$ cat config.mk
export PLATFORM = sky130hd
export DESIGN_NAME = if_stage
export DESIGN_NICKNAME = d
export VERILOG_FILES = /design/src/rtl/if_stage.sv
export SDC_FILE = /design/constraint.sdc
export NUM_CORES = 1
export LEC_CHECK = 0
export CORE_MARGIN = 4
export CORE_UTILIZATION = 52
export DETAILED_ROUTE_END_ITERATION = 7
export GPL_ROUTABILITY_DRIVEN = 0
export PLACE_DENSITY = 0.87
export REMOVE_ABC_BUFFERS = 1
export SYNTH_ARGS = -nofsm -noshare
export SYNTH_HDL_FRONTEND = slang
export SYNTH_SLANG_ARGS = --single-unit
$ cat constraint.sdc
create_clock -name clk -period 3.65 [get_ports clk]
set_input_delay 0.365 -clock clk [delete_from_list [all_inputs] [get_ports clk]]
set_output_delay 0.365 -clock clk [all_outputs]
set_load 0.05 [all_outputs]
$ cat src/rtl/if_stage.sv
// Instruction fetch stage with IF/ID pipeline register and a one-entry skid buffer.
// Optional performance counters are enabled with `define IF_PERF_CNT_EN.
//
// state | meaning
// FLUSH | one-cycle bubble after reset or redirect, no request issued
// REQ   | requesting imem_addr=pc until imem_ready
// HOLD  | one accepted instruction buffered while decode is stalled
module if_stage #(
  parameter logic [31:0] RESET_PC  = 32'h0000_0000,
  parameter logic [31:0] NOP_INSTR = 32'h0000_0000
) (
  input  logic        clk,
  input  logic        rst_n,
  output logic        imem_req,
  output logic [31:0] imem_addr,
  input  logic [31:0] imem_rdata,
  input  logic        imem_ready,
  input  logic        id_stall,
  input  logic        redirect_valid,
  input  logic [31:0] redirect_pc,
  output logic        id_valid,
  output logic [31:0] id_instr,
  output logic [31:0] id_pc_plus4,
  output logic [31:0] perf_fetch_cnt,
  output logic [31:0] perf_stall_cnt
);

  typedef enum logic [1:0] {FLUSH, REQ, HOLD} state_t;

  state_t      state, state_nxt;
  logic [31:0] pc, pc_nxt, pc_plus4;
  logic [31:0] buf_instr, buf_instr_nxt, buf_pc4, buf_pc4_nxt;
  logic        id_valid_nxt;
  logic [31:0] id_instr_nxt, id_pc_plus4_nxt;
  logic        accept;
  logic [1:0]  redirect_pc_unused;

  assign redirect_pc_unused = redirect_pc[1:0];
  assign imem_req  = (state == REQ);
  assign imem_addr = pc;
  assign accept    = imem_req & imem_ready;
  assign pc_plus4  = pc + 32'd4;

  always_comb begin
    state_nxt       = state;
    pc_nxt          = pc;
    buf_instr_nxt   = buf_instr;
    buf_pc4_nxt     = buf_pc4;
    id_valid_nxt    = id_valid;
    id_instr_nxt    = id_instr;
    id_pc_plus4_nxt = id_pc_plus4;
    if (redirect_valid) begin
      // Redirect outranks stall and accept; any word returned this cycle is dropped.
      pc_nxt          = {redirect_pc[31:2], 2'b00};
      id_valid_nxt    = 1'b0;
      id_instr_nxt    = NOP_INSTR;
      id_pc_plus4_nxt = 32'd0;
      state_nxt       = FLUSH;
    end else begin
      case (state)
        FLUSH: state_nxt = REQ;
        REQ: begin
          if (accept) begin
            pc_nxt = pc_plus4;
            if (!id_stall) begin
              id_valid_nxt    = 1'b1;
              id_instr_nxt    = imem_rdata;
              id_pc_plus4_nxt = pc_plus4;
            end else begin
              buf_instr_nxt = imem_rdata;
              buf_pc4_nxt   = pc_plus4;
              state_nxt     = HOLD;
            end
          end else if (!id_stall) begin
            id_valid_nxt = 1'b0;
            id_instr_nxt = NOP_INSTR;
          end
        end
        HOLD: begin
          if (!id_stall) begin
            id_valid_nxt    = 1'b1;
            id_instr_nxt    = buf_instr;
            id_pc_plus4_nxt = buf_pc4;
            state_nxt       = REQ;
          end
        end
        default: state_nxt = FLUSH;
      endcase
    end
  end

  always_ff @(posedge clk or negedge rst_n) begin
    if (!rst_n) begin
      state       <= FLUSH;
      pc          <= RESET_PC;
      buf_instr   <= NOP_INSTR;
      buf_pc4     <= 32'd0;
      id_valid    <= 1'b0;
      id_instr    <= NOP_INSTR;
      id_pc_plus4 <= 32'd0;
    end else begin
      state       <= state_nxt;
      pc          <= pc_nxt;
      buf_instr   <= buf_instr_nxt;
      buf_pc4     <= buf_pc4_nxt;
      id_valid    <= id_valid_nxt;
      id_instr    <= id_instr_nxt;
      id_pc_plus4 <= id_pc_plus4_nxt;
    end
  end

`ifdef IF_PERF_CNT_EN
  always_ff @(posedge clk or negedge rst_n) begin
    if (!rst_n) begin
      perf_fetch_cnt <= 32'd0;
      perf_stall_cnt <= 32'd0;
    end else begin
      if (accept && !redirect_valid)   perf_fetch_cnt <= perf_fetch_cnt + 32'd1;
      if (id_stall && !redirect_valid) perf_stall_cnt <= perf_stall_cnt + 32'd1;
    end
  end
`else
  assign perf_fetch_cnt = 32'd0;
  assign perf_stall_cnt = 32'd0;
`endif

endmodule

==> tab_implementation.tex, run 1 <==
\begin{tabular}{lr}
\hline
Metric & Value \\
\hline
\multicolumn{2}{l}{\textbf{STA}} \\
Final Setup Violations & 0 \\
Clock period minus worst slack & 2.61 ns \\
Top achievable clock speed & 384 MHz \\
Slew Limit Headroom & 29.1\% \\
Clock tree skew after final layout & 0.00519 ns \\
Endpoints failing hold & 0 \\
Setup slack after layout & 1.04 ns \\
Pins over their slew limit & 0 \\
Post-route worst hold slack & 0.00515 ns \\
Final clock period utilization by the worst path & 71.4\% \\
Worst Max-Slew Pin Slew & 1.06 ns \\
Setup repair after global routing missed its margin & false \\
Total negative setup slack & 0 ns \\
\multicolumn{2}{l}{\textbf{Drt}} \\
Detail-routed net length per standard cell & 18.0 um \\
Routed wire length & 20400 um \\
Remaining number of nets flagged by the antenna check after routing & 0 \\
Vias post-DR & 6285 \\
Detailed router's first-iteration violation count & 578 \\
Mean number of vias per cell & 5.55 \\
Number of iterations in the first detailed-routing pass & 5 \\
DRC Markers & 0 \\
\multicolumn{2}{l}{\textbf{Clock network}} \\
CTS Buf Count & 17 \\
Post-CTS Setup Repair Bufs & 0 \\
Library cell used as clock root buffer & clkbuf\_16 \\
Clock slew at reported path FFs & 0.06 ns \\
Clock insertion delay at the later pin of the skew report & 0.43 ns \\
Number of buffers inserted for hold repair after clock tree synthesis & 0 \\
Maximum buffer depth of the clock tree & 2 \\
CTS-repair resized insts & 0 \\
TritonCTS clock tree & yes \\
CTS sink cnt & 158 \\
H-tree lvl count & 4 \\
\multicolumn{2}{l}{\textbf{Place}} \\
Half-perimeter wire length of the detailed placement result & 13600 um \\
Total cell area at the placement stage & 9410 um\^{}2 \\
Worst Setup Slack post-DPL & 1.02 ns \\
Total of buffers placed on input and output ports & 162 \\
\multicolumn{2}{l}{\textbf{Worst setup path}} \\
Worst stage delay on the critical path & 0.75 ns \\
Crit path max-delay family & simple AND/OR/NAND/NOR gates \\
Critical-path cell list & ha\_1 > nand4\_2 > nor4\_1 > a21boi\_0 > nor3\_1 > a21oi\_1 \\
Kind of start point of the critical path & flip-flop \\
Register-to-Register Setup Slack & 1.04 ns \\
Arrival time reported for the critical path endpoint & 2.88 ns \\
Critical path required time & 3.92 ns \\
Buffers \& Inverters on Critical Path & 0 \\
Cell with the largest stage delay on the worst path & nor4\_1 \\
Type of the worst setup path & reg2reg \\
Worst-path fanout max & 8 \\
Critical Path Sink Type & flip-flop \\
\multicolumn{2}{l}{\textbf{Min path}} \\
Kind of path behind the tightest hold check & in2async \\
\multicolumn{2}{l}{\textbf{Yosys}} \\
Total of flip-flops plus latches after synthesis & 158 \\
Synth Flop Type & dfrtp\_1 \\
Proportion of synthesized flip-flops having asynchronous set or reset & 100\% \\
Post-synthesis area per instance & 9.83 um\^{}2 \\
Area of the mapped netlist & 7920 um\^{}2 \\
Share of synthesized area occupied by flip-flops and latches & 49.9\% \\
Syn. warnings & 0 \\
Synthesized instance count & 805 \\
Count of distinct cell types in the synthesized netlist & 46 \\
Number of synthesized flops with an enable pin & 0 \\
\multicolumn{2}{l}{\textbf{Pwr}} \\
Leakage power figure & 4.18 nW \\
Worst vdd rail ir drop & 327 uV \\
Total power after layout & 4.97 mW \\
Power per Cell Area & 497 nW/um\^{}2 \\
\multicolumn{2}{l}{\textbf{Die}} \\
Floorplan die height & 131 um \\
I/O pin total & 231 \\
Die area & 17300 um\^{}2 \\
Die W & 131 um \\
Placement row count & 44 \\
Starting Density & 53.9\% \\
Area inside the core boundary & 14700 um\^{}2 \\
\multicolumn{2}{l}{\textbf{Layout}} \\
Most frequent cells in the layout & clkdlybuf4s50\_1 (160), dfrtp\_1 (158), nand2\_1 (111), o21ai\_0 (83), conb\_1 (66) \\
Post-route cell area & 9990 um\^{}2 \\
Antenna diodes & 0 \\
Share of final-layout standard cells stronger than drive strength 1 & 9.27\% \\
Net total in the final layout & 1008 \\
Most frequent standard cell in the layout excluding fill and tap cells & clkdlybuf4s50\_1 \\
Layout overhead on the synthesized area & 26.2\% \\
\multicolumn{2}{l}{\textbf{Global route}} \\
First-pass GRT wire length & 33000 um \\
Total congestion overflow & 0 \\
Vias in the first global route & 6241 \\
Antenna violations before repair & 0 \\
Total track usage & 23.6\% \\
Largest net degree at the start of global routing & 92 \\
\multicolumn{2}{l}{\textbf{Status}} \\
Outcome & completed \\
\multicolumn{2}{l}{\textbf{Run}} \\
Max-capacitance violation count & 0 \\
\hline
\end{tabular}
[registers in the layout, summed over array words and instances (netlist names)]
register     cells
id_valid         1
imem_addr       30
buf_pc4         30
id_pc_plus4     31
buf_instr       32
state            2
id_instr        32
[layout make-up]
type / count / area [um^2]
Clock buffer: 23 / 468
Clock inverter: 7 / 113
Fill cell: 1113 / 4710
Tap cell: 184 / 230
Timing Repair Buffer: 175 / 1730
Multi-Input combinational cell: 579 / 3470
Inverter: 7 / 26.3
Sequential cell: 158 / 3950
[cells in the mapped netlist (6+ instances only)]
master,count,area [um^2]
a21o_1,6,45.0
nor2_1,21,78.8
clkbuf_1,48,180
nand4_1,12,75.1
mux2_2,33,372
nor3_1,20,100
a22oi_1,43,323
buf_2,7,35.0
and3_1,9,56.3
o31ai_1,35,263
o21ai_0,83,415
nand3_1,20,100
xor2_1,25,219
a21oi_1,17,85.1
xnor2_1,29,254
nand2_1,111,417
inv_1,7,26.3
nor4_1,7,43.8
buf_4,67,503
dfrtp_1,158,3950
[worst reg2reg max path, cell delays in order, from the launching register on]
cell	delay [ns]
dfrtp_1	0.47
ha_1	0.31
nand4_2	0.26
nor4_1	0.75
a21boi_0	0.29
nor3_1	0.32
a21oi_1	0.06
[metrics by stage]
| stage | utilization, % | instances |
|---|---|---|
| after global placement | 64.0 | 1103 |
| final | 67.9 | 1133 |
| after CTS | 67.9 | 1133 |
| after floorplan | - | 744 |
| after global routing | 67.9 | 1133 |
| after detailed placement | 64.0 | 1103 |
[final timing paths]
kind / startpoint / to / cells past startpoint
worst max-delay path: imem_addr[2]$_DFFE_PN0P_ / buf_pc4[26]$_DFFE_PN0P_ / 6
worst min-delay path: rst_n / id_instr[18]$_DFFE_PN0P_ / 1
worst max register to register: imem_addr[2]$_DFFE_PN0P_ / buf_pc4[26]$_DFFE_PN0P_ / 6
worst min register to register: id_instr[8]$_DFFE_PN0P_ / id_instr[8]$_DFFE_PN0P_ / 2
max in group asynchronous: rst_n / buf_pc4[19]$_DFFE_PN0P_ / 2
min in group clk: redirect_valid / state[1]$_DFFE_PN0P_ / 3
[power by group]
group | internal, mW | switching, mW | leakage (nW) | total (mW)
registers | 1.99 | 0.179 | 2.03 | 2.16
logic | 0.358 | 0.673 | 1.86 | 1.03
clock network | 1.10 | 0.670 | 0.283 | 1.77
total | 3.44 | 1.52 | 4.18 | 4.97
[kinds of logic (layout without fill, tap and decap cells)]
family	Yosys count	after routing	synth area share [%]
buffers and inverters	133	212	9.59
flip-flops	158	158	49.9
AO/OA/AOI/OAI	201	201	15.9
AND/OR/NAND/NOR	222	222	13.4
other	1	66	0.0474
XOR/XNOR	54	54	5.97
adder cells (fa/ha/maj)	1	1	0.158
multiplexers	35	35	4.95
[per-layer routing]
layer,track usage (%),vias to the layer above,wire length [um],part of all wire [%]
met1,31.3,3045,8590,42
met4,8.34,0,424,2.1
met5,0,-,0,0
met2,38.3,255,10100,49
li1,-,2948,-,-
met3,5.66,37,1320,6.5
(Power assumes the default switching activity.)
==> run 2, diff against run 1 <==
Settings changed: CORE_UTILIZATION 52 to 43, PLACE_DENSITY 0.87 to 0.77.
Clock period 3.65 ns to 2.35 ns, I/O delays scaled along.
==> run 2 against run 1 <==
Effect of this change: cell area grew 3.7%; worst hold slack gained 0.16 ns; via count grew 1.3%; register-to-register slack lost 0.85 ns; combinational power grew 66%; critical path type is now reg2out; sequential cell count is the same; sequential share of layout area shrank 1.4 points; critical path depth shrank 4; highest routed layer unchanged; utilization shrank 11 points; critical endpoint is now imem_req; clock skew grew 0.0026 ns.
==> tab_implementation.tex, run 2 (synthesized netlist as in run 1, its figures left out) <==
\begin{tabular}{lr}
\hline
Metric & Value \\
\hline
\multicolumn{2}{l}{\textbf{Status}} \\
Outcome & completed (unchanged) \\
\multicolumn{2}{l}{\textbf{Clock network}} \\
Clock insertion delay at the later pin of the skew report & 0.42 ns (was 0.43 ns) \\
CTS sink cnt & 158 (unchanged) \\
CTS Buf Count & 17 (unchanged) \\
Maximum buffer depth of the clock tree & 2 (unchanged) \\
Library cell used as clock root buffer & clkbuf\_16 (unchanged) \\
Post-CTS Setup Repair Bufs & 0 (unchanged) \\
TritonCTS clock tree & yes (unchanged) \\
Clock slew at reported path FFs & 0.06 ns (about the same) \\
H-tree lvl count & 4 (unchanged) \\
\multicolumn{2}{l}{\textbf{Min path}} \\
Kind of path behind the tightest hold check & in2reg (was in2async) \\
Number of stages on the worst hold path & 4 \\
Hold Path Origin & redirect\_valid \\
\multicolumn{2}{l}{\textbf{STA}} \\
Final Setup Violations & 0 (unchanged) \\
Top achievable clock speed & 440 MHz \\
Worst Max-Slew Pin Slew & 0.735 ns (was 1.06 ns) \\
Endpoints failing hold & 0 (unchanged) \\
Slew Limit Headroom & 51.0\% (was 29.1\%) \\
Clock tree skew after final layout & 0.00783 ns (was 0.00519 ns) \\
Pins over their slew limit & 0 (unchanged) \\
Clock period minus worst slack & 2.27 ns \\
Final clock period utilization by the worst path & 96.6\% \\
Setup repair after global routing missed its margin & false (unchanged) \\
Setup slack after layout & 0.0792 ns (was 1.04 ns) \\
\multicolumn{2}{l}{\textbf{Worst setup path}} \\
Buffers \& Inverters on Critical Path & 1 (was 0) \\
Kind of start point of the critical path & flip-flop (unchanged) \\
Worst-path fanout max & 10 (was 8) \\
Crit path max-delay family & buffers and inverters (was simple AND/OR/NAND/NOR gates) \\
Type of the worst setup path & reg2out (was reg2reg) \\
Beginning of the worst register-to-register path & imem\_addr[3]\$\_DFFE\_PN0P\_ (was imem\_addr[2]\$\_DFFE\_PN0P\_) \\
Critical Path Sink Type & output port (was flip-flop) \\
Arrival time reported for the critical path endpoint & 2.04 ns (was 2.88 ns) \\
Register-to-Register Setup Slack & 0.19 ns (was 1.04 ns) \\
Critical path depth & 2 (was 6) \\
Critical-path cell list & nor2b\_1 > clkdlybuf4s50\_1 (was ha\_1 > nand4\_2 > nor4\_1 > a21boi\_0 > nor3\_1 > a21oi\_1) \\
Critical path required time & 2.12 ns (was 3.92 ns) \\
Worst stage delay on the critical path & 0.83 ns (was 0.75 ns) \\
Cell with the largest stage delay on the worst path & clkdlybuf4s50\_1 (was nor4\_1) \\
Setup crit end & imem\_req (was buf\_pc4[26]\$\_DFFE\_PN0P\_) \\
Crit. Startpoint & state[0]\$\_DFFE\_PN0P\_ (was imem\_addr[2]\$\_DFFE\_PN0P\_) \\
Reg-to-Reg End & buf\_pc4[30]\$\_DFFE\_PN0P\_ (was buf\_pc4[26]\$\_DFFE\_PN0P\_) \\
Worst reg-to-reg path cell count & 6 (unchanged) \\
\multicolumn{2}{l}{\textbf{Die}} \\
Die W & 144 um (was 131 um) \\
Placement row count & 49 (was 44) \\
Floorplan die height & 144 um (was 131 um) \\
Starting Density & 43.9\% (was 53.9\%) \\
Die area & 20600 um\^{}2 (was 17300 um\^{}2) \\
I/O pin total & 231 (unchanged) \\
Area inside the core boundary & 18000 um\^{}2 (was 14700 um\^{}2) \\
\multicolumn{2}{l}{\textbf{Layout}} \\
Most frequent standard cell in the layout excluding fill and tap cells & clkdlybuf4s50\_1 (unchanged) \\
Share of final-layout standard cells stronger than drive strength 1 & 12.6\% (was 9.27\%) \\
Largest regs & buf\_instr (32), id\_instr (32), id\_pc\_plus4 (31) (unchanged) \\
Layout overhead on the synthesized area & 30.8\% (was 26.2\%) \\
Post-route cell area & 10400 um\^{}2 (was 9990 um\^{}2) \\
Filler cell count & 1573 (was 1113) \\
Most frequent cells in the layout & clkdlybuf4s50\_1 (160), dfrtp\_1 (158), nand2\_1 (110), o21ai\_0 (83), conb\_1 (66) (was clkdlybuf4s50\_1 (160), dfrtp\_1 (158), nand2\_1 (111), o21ai\_0 (83), conb\_1 (66)) \\
Net total in the final layout & 1040 (was 1008) \\
\multicolumn{2}{l}{\textbf{Run}} \\
Max-capacitance violation count & 0 (unchanged) \\
\multicolumn{2}{l}{\textbf{Drt}} \\
Vias post-DR & 6368 (was 6285) \\
Remaining number of nets flagged by the antenna check after routing & 0 (unchanged) \\
Detail-routed net length per standard cell & 17.7 um (was 18.0 um) \\
Routed wire length & 21500 um (was 20400 um) \\
DRC Markers & 0 (unchanged) \\
Mean number of vias per cell & 5.25 (was 5.55) \\
Detailed router's first-iteration violation count & 500 (was 578) \\
Number of iterations in the first detailed-routing pass & 5 (unchanged) \\
\multicolumn{2}{l}{\textbf{Place}} \\
Worst Setup Slack post-DPL & 0.000492 ns (was 1.02 ns) \\
Total cell area at the placement stage & 9760 um\^{}2 (was 9410 um\^{}2) \\
Total of buffers placed on input and output ports & 162 (unchanged) \\
Half-perimeter wire length of the detailed placement result & 15000 um (was 13600 um) \\
\multicolumn{2}{l}{\textbf{Global route}} \\
Largest net degree at the start of global routing & 73 (was 92) \\
Total track usage & 21.2\% (was 23.6\%) \\
First-pass GRT wire length & 34200 um (was 33000 um) \\
Total congestion overflow & 0 (unchanged) \\
Vias in the first global route & 6469 (was 6241) \\
Antenna violations before repair & 2 (was 0) \\
\multicolumn{2}{l}{\textbf{Pwr}} \\
Worst vdd rail ir drop & 549 uV (was 327 uV) \\
Leakage power figure & 4.35 nW (was 4.18 nW) \\
Total power after layout & 7.67 mW (was 4.97 mW) \\
Power per Cell Area & 741 nW/um\^{}2 (was 497 nW/um\^{}2) \\
\hline
\end{tabular}
[run 2: cell count changes in the layout (fill, tap and decap cells not counted), moves of 2 or more]
cell        previous run  this run
clkinvlp_4             1         3
clkbuf_8               2         4
clkbuf_1               4         2
buf_4                 12        39
bufinv_16              3         1
buf_12                 1         6
clkinv_2               3         1
clkinv_4               0         3
diode_2                0         2
[run 2: how the worst min path moves through the flow]
stage / end / slack (ns)
after global routing: id_pc_plus4[31]$_DFFE_PN0P_ / 0.18
after floorplan: buf_instr[0]$_DFFE_PN0P_ / -0.06
after global placement: id_instr[9]$_DFFE_PN0P_ / 0.20
after detailed placement: id_instr[9]$_DFFE_PN0P_ / 0.20
after CTS: id_pc_plus4[31]$_DFFE_PN0P_ / 0.14
final: id_pc_plus4[31]$_DFFE_PN0P_ / 0.17
[run 2: report_power, final]
part	total, mW	internal [mW]	switching [mW]
registers	3.31	3.08	0.226
clock network	2.65	1.57	1.08
logic	1.71	0.607	1.10
total	7.67	5.26	2.41
[run 2: metal layers]
layer  wire [um]  up-vias  global-route usage (%)
met1        8740     3078                    27.4
met3        1380       46                    4.03
li1            -     3027                       -
met5           0        -                       0
met4         727        0                    9.61
met2       10700      217                    34.7
[run 2: area by class of cell]
cell class | count | area (um^2) | share of cell area, %
repair buffers | 207 | 2040 | 19.7
multi-input cells | 579 | 3470 | 33.6
clock inverters | 8 | 83.8 | 0.810
well taps | 229 | 287 | 2.77
diodes | 2 | 5.00 | 0.0483
inverters | 7 | 26.3 | 0.254
clock buffers | 23 | 488 | 4.71
flip-flops and latches | 158 | 3950 | 38.2
[run 2: worst register-to-register path: stages (launching register included)]
cell	delay [ns]
dfrtp_1	0.40
ha_1	0.30
nand4_2	0.17
or4_4	0.57
o31a_1	0.33
nor3_1	0.19
a21oi_1	0.06
[run 2: through the flow]
stage / hold WS [ns] / utilization, % / setup TNS, ns / std cells
floorplan: -0.0606 / - / -48.57 / 744
finish: 0.166 / 57.4 / 0 / 1213
global placement: 0.197 / 54.2 / 0 / 1179
CTS: 0.143 / 57.4 / 0 / 1211
detailed placement: 0.196 / 54.2 / 0 / 1179
global route: 0.185 / 57.4 / 0 / 1213
[run 2: repair_timing]
action                     in CTS  in global routing
hold buffers                    1                  0
setup endpoints to repair       0                  3
hold endpoints to repair       40                  0
resized for setup               0                  2
